## src/rtl/internet_pkg.sv

```systemverilog
// Shared definitions for the internet routing mux/demux pair.
// Endpoint select codes and the arbiter FSM state type.
package internet_pkg;

   localparam logic [1:0] SEL_LIB    = 2'b00;
   localparam logic [1:0] SEL_FD     = 2'b01;
   localparam logic [1:0] SEL_RIBS   = 2'b10;
   localparam logic [1:0] SEL_SCHOOL = 2'b11;

   typedef enum logic {
      IDLE,
      GRANT
   } state_t;

endpackage

```

## src/rtl/internet_mux_arbiter_if.sv

```systemverilog
// Endpoint-side data/request bundle plus the shared link outputs.
// The arbiter uses the master view; the endpoints and the link use the slave view.
interface internet_mux_arbiter_if #(
   parameter int WIDTH = 4
);

   logic [WIDTH-1:0] LibIn;
   logic [WIDTH-1:0] FDIn;
   logic [WIDTH-1:0] RibsIn;
   logic [WIDTH-1:0] SchoolIn;
   logic [3:0]       req;
   logic             linkReady;
   logic [3:0]       grant;
   logic [WIDTH-1:0] muxOutput;
   logic [1:0]       Sel;
   logic             Enable;

   modport master (
      input  LibIn, FDIn, RibsIn, SchoolIn, req, linkReady,
      output grant, muxOutput, Sel, Enable
   );

   modport slave (
      output LibIn, FDIn, RibsIn, SchoolIn, req, linkReady,
      input  grant, muxOutput, Sel, Enable
   );

endinterface

```

## src/rtl/internet_mux_arbiter_rr_pick.sv

```systemverilog
// Combinational round-robin picker: searches req from last+1 upward, wrapping,
// so the previous owner is considered last.
module rr_pick (
   input  logic [3:0] req,
   input  logic [1:0] last,
   output logic       any,
   output logic [1:0] win
);

   logic [1:0] candidate;

   // Walk from the lowest priority (last itself) to the highest so the nearest hit wins.
   always_comb begin
      any       = 1'b0;
      win       = last;
      candidate = last;
      for (int i = 4; i >= 1; i--) begin
         candidate = last + 2'(i);
         if (req[candidate]) begin
            any = 1'b1;
            win = candidate;
         end
      end
   end

endmodule

```

## src/rtl/internet_mux_arbiter.sv

```systemverilog
// Round-robin arbiter merging four endpoints onto one flow-controlled link,
// with each owner's tenure capped at HOLD_CYCLES accepted beats.
module internet_mux_arbiter
   import internet_pkg::*;
#(
   parameter int WIDTH       = 4,
   parameter int HOLD_CYCLES = 4
) (
   input  logic                  clk,
   input  logic                  reset,
   internet_mux_arbiter_if.master link
);

   state_t           state, state_next;
   logic [1:0]       owner, owner_next;
   logic [1:0]       last, last_next;
   logic [3:0]       cnt, cnt_next;
   logic [1:0]       sel_q, sel_next;
   logic             enable_q, enable_next;
   logic [WIDTH-1:0] data_q, data_next;

   logic [WIDTH-1:0] endpoints [4];
   logic [1:0]       pick_last;
   logic             pick_any;
   logic [1:0]       pick_win;
   logic             keep_owner;

   assign endpoints[0] = link.LibIn;
   assign endpoints[1] = link.FDIn;
   assign endpoints[2] = link.RibsIn;
   assign endpoints[3] = link.SchoolIn;

   // On release the current owner becomes the lowest priority before last is updated.
   assign pick_last = (state == GRANT) ? owner : last;

   rr_pick u_pick (
      .req  (link.req),
      .last (pick_last),
      .any  (pick_any),
      .win  (pick_win)
   );

   assign keep_owner = link.req[owner] &&
                       ((5'({1'b0, cnt}) + 5'd1) < 5'(HOLD_CYCLES));

   always_ff @(posedge clk) begin
      if (reset) begin
         state    <= IDLE;
         owner    <= SEL_LIB;
         last     <= SEL_SCHOOL;
         cnt      <= '0;
         sel_q    <= SEL_LIB;
         enable_q <= 1'b0;
         data_q   <= '0;
      end else begin
         state    <= state_next;
         owner    <= owner_next;
         last     <= last_next;
         cnt      <= cnt_next;
         sel_q    <= sel_next;
         enable_q <= enable_next;
         data_q   <= data_next;
      end
   end

   // A stalled beat (GRANT without linkReady) falls through to the hold defaults.
   always_comb begin
      state_next  = state;
      owner_next  = owner;
      last_next   = last;
      cnt_next    = cnt;
      sel_next    = sel_q;
      enable_next = enable_q;
      data_next   = data_q;
      case (state)
         IDLE: begin
            if (pick_any) begin
               state_next  = GRANT;
               owner_next  = pick_win;
               sel_next    = pick_win;
               enable_next = 1'b1;
               data_next   = endpoints[pick_win];
               cnt_next    = '0;
            end else begin
               enable_next = 1'b0;
               data_next   = '0;
            end
         end
         GRANT: begin
            if (link.linkReady) begin
               if (keep_owner) begin
                  cnt_next  = cnt + 4'd1;
                  data_next = endpoints[owner];
               end else begin
                  last_next = owner;
                  if (pick_any) begin
                     owner_next  = pick_win;
                     sel_next    = pick_win;
                     enable_next = 1'b1;
                     data_next   = endpoints[pick_win];
                     cnt_next    = '0;
                  end else begin
                     state_next  = IDLE;
                     enable_next = 1'b0;
                     data_next   = '0;
                  end
               end
            end
         end
         default: begin
            state_next = IDLE;
         end
      endcase
   end

   assign link.Sel       = sel_q;
   assign link.Enable    = enable_q;
   assign link.muxOutput = data_q;
   assign link.grant     = (enable_q & link.linkReady) ? (4'b0001 << sel_q) : 4'b0000;

endmodule

```

## src/flat_wrapper.sv

```systemverilog
// flat-port wrapper written by rule: the top's interface ports become plain ports
module internet_mux_arbiter_flat import internet_pkg::*;
#(
   parameter int WIDTH       = 4,
   parameter int HOLD_CYCLES = 4
)
  (clk, reset, link_LibIn, link_FDIn, link_RibsIn, link_SchoolIn, link_req, link_linkReady, link_grant, link_muxOutput, link_Sel, link_Enable);
  internet_mux_arbiter_if #(.WIDTH(WIDTH)) link_i ();
  input  logic clk;
  input  logic reset;
  input wire logic [$bits(link_i.LibIn)-1:0] link_LibIn;
  input wire logic [$bits(link_i.FDIn)-1:0] link_FDIn;
  input wire logic [$bits(link_i.RibsIn)-1:0] link_RibsIn;
  input wire logic [$bits(link_i.SchoolIn)-1:0] link_SchoolIn;
  input wire logic [$bits(link_i.req)-1:0] link_req;
  input wire logic [$bits(link_i.linkReady)-1:0] link_linkReady;
  output wire logic [$bits(link_i.grant)-1:0] link_grant;
  output wire logic [$bits(link_i.muxOutput)-1:0] link_muxOutput;
  output wire logic [$bits(link_i.Sel)-1:0] link_Sel;
  output wire logic [$bits(link_i.Enable)-1:0] link_Enable;
  assign link_i.LibIn = link_LibIn;
  assign link_i.FDIn = link_FDIn;
  assign link_i.RibsIn = link_RibsIn;
  assign link_i.SchoolIn = link_SchoolIn;
  assign link_i.req = link_req;
  assign link_i.linkReady = link_linkReady;
  assign link_grant = link_i.grant;
  assign link_muxOutput = link_i.muxOutput;
  assign link_Sel = link_i.Sel;
  assign link_Enable = link_i.Enable;
  internet_mux_arbiter #(.WIDTH(WIDTH), .HOLD_CYCLES(HOLD_CYCLES)) u_core (.clk(clk), .reset(reset), .link(link_i));
endmodule
```

## config.mk

```make
export PLATFORM = sky130hd
export DESIGN_NAME = internet_mux_arbiter_flat
export DESIGN_NICKNAME = d
export VERILOG_FILES = /design/src/rtl/internet_pkg.sv /design/src/rtl/internet_mux_arbiter_if.sv /design/src/rtl/internet_mux_arbiter_rr_pick.sv /design/src/rtl/internet_mux_arbiter.sv /design/src/flat_wrapper.sv
export SDC_FILE = /design/constraint.sdc
export NUM_CORES = 1
export LEC_CHECK = 0
export ABC_AREA = 1
export ABC_CLOCK_PERIOD_IN_PS = 2800
export BUFFER_PORTS_ARGS = -buffer_cell sky130_fd_sc_hd__buf_2
export CAP_MARGIN = 20
export CORE_MARGIN = 2
export CORE_UTILIZATION = 30
export DETAILED_ROUTE_END_ITERATION = 10
export HOLD_SLACK_MARGIN = 0.06
export PLACE_DENSITY = 0.63
export SKIP_CTS_REPAIR_TIMING = 1
export SLEW_MARGIN = 25
export SYNTH_ARGS = -nofsm -noshare
export SYNTH_HDL_FRONTEND = slang
export SYNTH_HIERARCHICAL = 1
export SYNTH_SLANG_ARGS = --single-unit
export TNS_END_PERCENT = 1
```

## constraint.sdc

```tcl
create_clock -name clk -period 2.8 [get_ports clk]
set_input_delay 0.56 -clock clk [delete_from_list [all_inputs] [get_ports clk]]
set_output_delay 0.56 -clock clk [all_outputs]
set_load 0.02 [all_outputs]
```

# Word-level counts from Yosys, hierarchy flattened
# Cells that the tools add are included.
# classes
n_addsub,5
bitwise_logic,5
n_eq_ne,2
n_shift,1
reduce_logical,3
muxes,48
order_cmp,8
# ops
op,count
$mux 4,11
$mux 2,10
$bmux 4 s2,2
$pmux 4 s2,2
$lt 2x3->1 const B,5
$mux 1,14
$bmux 1 s2,5
$pmux 2 s2,2
$ge 3x3->1 const B,2
$not 2->3,2
$add 4x1->5 const B,1
$lt 5x3->1 const B,1
$add 2x2->2 const B,2
$add 4x1->4 const B,1
$ne 2x2->1 const B,2
$pmux 1 s2,2
$shl 1x2->4 const A,1
$reduce_and 3->1,1
$add 2x1->2 const B,1
$not 1->1,2
$reduce_and 2->1,1
$and 1x1->1,1
$logic_and 1x1->1,1
# word_totals
out_inout_bits,11
wordCells,79
in_bits,23
ff_bits,16

# Longest topological paths before layout
# depth
depth_word,15
depth_mapped,21
ltp_nobuf,19

# Modules after synthesis
# Netlist, hierarchy kept.
# by_module_without_submodules
mod,area_per_inst_um2,seq_area_each_um2,n_inst,cells_per_inst
internet_mux_arbiter,965.9,280.3,1,157
rr_pick,214.0,0.0,1,46

# Worst setup path after synthesis
# OpenSTA, ideal clock, no wires.
# synth_timing
path_kind,reg-to-reg
startpoint,reg u_core.owner[1]
endpoint,"reg u_core.data_q[2], in the netlist u_core/link.muxOutput[2]"
t_arrival_ps,2331
required_time_ps,2730
stages_incl_launch_ff,21
path_buffers,2
synth_period_minus_slack_ps,2401
path_slack_ps,399
setup_time_ps,70
path_cell_list,dfxtp_1 clkbuf_2 inv_1 o21ai_0 inv_1 nand2_1 nand2_2 nand2_2 nand2_1 nand2_1 nand2_1 nand2_1 nand2_1 inv_1 buf_2 nand2_1 nand2_1 a21oi_1 a211oi_1 nand2_1 a21oi_1
# synth_via
elab_chain_cells,15
elab_cells_between_ends,34
cone_classes,add/sub: 3; mux: 28; bitwise: 2; reduce/logical: 1
# synth_lines
element,line,text
"start, declared",internet_mux_arbiter.sv:15,"logic [1:0] owner, owner_next;"
"start signal, assigned",internet_mux_arbiter.sv:57,owner <= owner_next;
$mux 2 *,internet_mux_arbiter.sv:34,assign pick_last = (state == GRANT) ? owner : last;
named net u_core.pick_last[1],internet_mux_arbiter.sv:23,logic [1:0] pick_last;
$add 2x2->2,internet_mux_arbiter_rr_pick.sv:18,candidate = last + 2'(i);
$bmux 1 s2,internet_mux_arbiter_rr_pick.sv:19,if (req[candidate]) begin
$mux 1 (implied by the code),internet_mux_arbiter_rr_pick.sv:19,
$mux 2 (2 in series),internet_mux_arbiter_rr_pick.sv:19,
$mux 2 *,internet_mux_arbiter_rr_pick.sv:19,
named net u_core.pick_win[0],internet_mux_arbiter.sv:25,logic [1:0] pick_win;
$not 2->3 (implied by the code) *,"internet_mux_arbiter.sv:82, internet_mux_arbiter.sv:100",
$bmux 4 s2 *,"internet_mux_arbiter.sv:82, internet_mux_arbiter.sv:100",
$mux 4 (implied by the code) * (2 in series),"internet_mux_arbiter.sv:82, internet_mux_arbiter.sv:100",
$mux 4 *,"internet_mux_arbiter.sv:77, internet_mux_arbiter.sv:96",
$mux 4,internet_mux_arbiter.sv:91,if (keep_owner) begin
$mux 4,internet_mux_arbiter.sv:90,if (link.linkReady) begin
$pmux 4 s2 *,internet_mux_arbiter.sv:75,case (state)
"end signal, assigned",internet_mux_arbiter.sv:62,data_q <= data_next;
"end, declared",internet_mux_arbiter.sv:20,"logic [WIDTH-1:0] data_q, data_next;"
# Mark *: on every way through the listed nets, which the timed path passes. The rest lies on a longest branch. The select of a mux whose other input is x is not followed.
# A chain may end at the register's enable or synchronous reset.

# Worst setup path after layout
# layout_timing
startpoint,reg u_core.owner[0]
endpoint,"reg u_core.data_q[1], in the netlist u_core/link.muxOutput[1]"
# Same word-level chain as after synthesis.

==> flow_metrics.py <==
metrics = {
    "route": {
        "wl_per_cell_um": 10.8,
        "drt-total-wl_mm": 3.10,
        "ant_nets": 0,
        "drt_iter0_drc": 85,
        "viasPerCell": 4.77,
        "routed-via-count": 1363,
        "drt_first_pass_iters": 4,
        "drc": 0,
    },
    "grt": {
        "grt_max_degree": 13,
        "grt_pass1_wl_mm": 5.14,
        "antenna_found_initial": 0,
        "grt_pass1_vias": 1169,
        "groute.usage.overall_pct": 14.8,
        "gr-total-overflow": 0,
    },
    "yosys": {
        "synthAdderAreaFrac_pct": 1.06,
        "synth_edf_count": 0,
        "ys_ff_latch": 14,
        "avgSynthCellArea_um2": 5.81,
        "muxShareOfSynthArea_pct": 0,
        "synth_cells": 203,
        "netlist_area_mm2": 0.00118,
        "synth_xor_area_share_pct": 0,
        "ys_seq_area_share_pct": 23.8,
        "synth_nets": 227,
        "synth_top_family_by_area": "simple AND/OR/NAND/NOR gates",
        "synth_async_sr_flop_share_pct": 0,
        "synth_most_common_cell": "nand2_1",
        "synth_ff_type": "dfxtp_1",
        "synth_warnings": 6,
        "netlist-cell-type-count": 31,
        "yosys.area_share.simple_pct": 45.2,
        "yosysTopAreaCell": "nand2_1",
        "synth_top_area_share_pct": 23.9,
        "ys_top_cells_by_count": "nand2_1, inv_1, a21oi_1, dfxtp_1, nor2_1",
        "synth_area_leaders": "nand2_1, dfxtp_1, inv_1",
        "synth_compound_area_share_pct": 18.1,
    },
    "min_path": {
        "holdCritStartpoint": "u_core/cnt[3]",
        "min_path_type": "reg2reg",
        "whs_path_depth": 2,
        "min_to": "u_core/cnt[3]",
    },
    "finish": {
        "nets": 264,
        "antenna_cells": 0,
        "drive_above_1_share_pct": 25.6,
        "area_growth_pct": 22.7,
        "nFillCells": 403,
    },
    "sta": {
        "relSlewSlack_pct": 77.4,
        "finalSetupViolations": 0,
        "worst_slew_pin_slew_ns": 0.339,
        "fin_crit_ns": 2.52,
        "post-route-period-util_pct": 89.8,
        "tns_ns": 0,
        "rsz0062_at_grt": "no",
        "fin_worst_skew_ns": 0.00630,
        "timing.hold.ws_ns": 0.445,
        "max_freq_ghz": 0.398,
        "maxSlewViolCount": 0,
        "final-hold-violation-count": 0,
    },
    "power_and_ir_drop": {
        "p_clk_share_pct": 12.1,
        "swShare_pct": 51.0,
        "vdd_drop_max_mv": 0.393,
        "p_sw_mw": 0.673,
        "p_per_area_mw_per_mm2": 912,
        "power_mw": 1.32,
        "combPwrFrac_pct": 65.1,
        "p_leak_nw": 0.784,
        "p_int_mw": 0.646,
        "sequentialPowerShare_pct": 22.8,
    },
    "floorplan": {
        "die_h_um": 66.7,
        "dieArea_mm2": 0.00445,
        "initial_core_util_pct": 31.8,
        "io_pins": 34,
        "core-area_mm2": 0.00372,
        "num_rows": 22,
        "die_x_um": 66.7,
    },
    "worst_setup_path": {
        "crit_buf_inv": 6,
        "critPathLaunchType": "flop",
        "critical_path.endpoint_type": "flop",
        "crit_family": "buffers and inverters",
        "r2r_end": "u_core/link.muxOutput[1]",
        "critPathMaxFanout": 12,
        "crit_path_cell_trace": "inv_2 -> o21ai_0 -> buf_4 -> inv_4 -> nand2_1 -> nand3_2 -> nand2_1 -> inv_1 -> nand2_1 -> nand2_1 -> nand2_1 -> nand2_1 -> inv_1 -> inv_1 -> o211ai_1 -> nand4_1 -> a21oi_1",
        "regToRegStartpoint": "u_core/owner[0]",
        "crit_arrival_ns": 2.69,
        "crit_path_top_delay_cell": "dfxtp_1",
        "reg2reg_depth": 17,
        "path_class": "reg2reg",
        "reg2reg_setup_slack_ns": 0.28,
        "crit_path_frequent_cell": "nand2_1",
        "slowest_delay_ns": 0.47,
        "worstPathRequired_ns": 2.98,
    },
    "placement": {
        "routabilityCongestion": 0.913,
        "hpwl_mm": 2.52,
        "portBuffers": 33,
    },
    "clocking": {
        "cts_buffers": 3,
        "cts-root-buf": "clkbuf_8",
        "cts_tree": "yes",
        "clock_path_buffers": 2,
        "cts.sink_count": 14,
        "clk_pin_slew_worst_paths_ns": 0.06,
        "clk_latency_ns": 0.24,
        "h-tree-depth": 1,
    },
    "status": {
        "status": "completed",
    },
    "job": {
        "cap_viol_max_count": 0,
    },
}
-- layout make-up --
cell class / instances / area, um^2 / area share (%)
multi-input combinational: 155 / 763 / 52.7
sequential: 14 / 280 / 19.4
timing repair buffer: 36 / 188 / 13.0
inverter: 30 / 115 / 7.95
tap: 48 / 60.1 / 4.15
clock buffer: 3 / 41.3 / 2.85
-- worst reg2reg max path: cells and delay by family (launching register included) --
family                 cells  cell delay, ns
buffers and inverters      6            0.88
flip-flops                 1            0.47
AO/OA/AOI/OAI              3            0.53
AND/OR/NAND/NOR            8            0.58
-- per-layer routing --
metal	GRT usage (%)	wire (um)	up-vias
li1	-	-	727
met1	19.8	1440	598
met2	23.1	1440	36
met3	4.22	212	2
met4	3.83	10	0
met5	0	0	-
-- registers in the layout, summed over array words and instances (netlist names) --
signal,flops
u_core/link.Enable,1
u_core/cnt,4
u_core/state,1
u_core/owner,2
u_core/last,2
u_core/link.muxOutput,4
-- cell families after synthesis --
group | count (synthesis)
buf+inv | 34
simple gates | 117
fa+ha+maj | 1
flops | 14
compound gates | 37
-- power by group through the flow --
| stage | combinational [mW] | sequential (mW) | clock, mW |
|---|---|---|---|
| finish | 0.859 | 0.301 | 0.160 |
| global route | 0.964 | 0.311 | 0.176 |
| CTS | 0.852 | 0.301 | 0.166 |
| detailed placement | 0.847 | 0.305 | 0 |
| global placement | 0.851 | 0.305 | 0 |
| floorplan | 0.603 | 0.344 | 0 |
-- layout by cell type, fill, tap and decap left out, types with 2 or more instances in the layout --
| master | instances |
|---|---|
| a21oi_1 | 15 |
| o21ai_2 | 2 |
| a22oi_1 | 3 |
| nand3_4 | 2 |
| buf_4 | 3 |
| nor3_1 | 3 |
| nand4_1 | 5 |
| clkbuf_8 | 3 |
| buf_2 | 33 |
| o21ai_0 | 10 |
| dfxtp_1 | 14 |
| nand2_1 | 75 |
| o211ai_1 | 2 |
| nor2_1 | 13 |
| inv_1 | 23 |
| nand2_2 | 7 |
| inv_2 | 6 |
| nand3_1 | 7 |
-- stage by stage --
stage	worst slack (ns)	area, um^2	util, %	instances
floorplan	0.399	1180	-	203
global placement	0.304	1400	37.7	283
detailed placement	0.225	1400	37.7	283
CTS	0.176	1440	38.9	286
global route	0.0313	1450	39.0	286
finish	0.284	1450	39.0	286
-- worst max path at each step --
stage                               end       startpoint  cells past startpoint
2_1_floorplan  u_core/link.muxOutput[2]  u_core/owner[1]                     20
3_3_place_gp   u_core/link.muxOutput[0]  u_core/owner[1]                     16
3_5_place_dp   u_core/link.muxOutput[1]  u_core/owner[1]                     16
4_1_cts        u_core/link.muxOutput[1]  u_core/owner[1]                     16
5_1_grt        u_core/link.muxOutput[0]  u_core/owner[0]                     17
6_report       u_core/link.muxOutput[1]  u_core/owner[0]                     17
No activity file was read; power rests on OpenSTA's default activity.
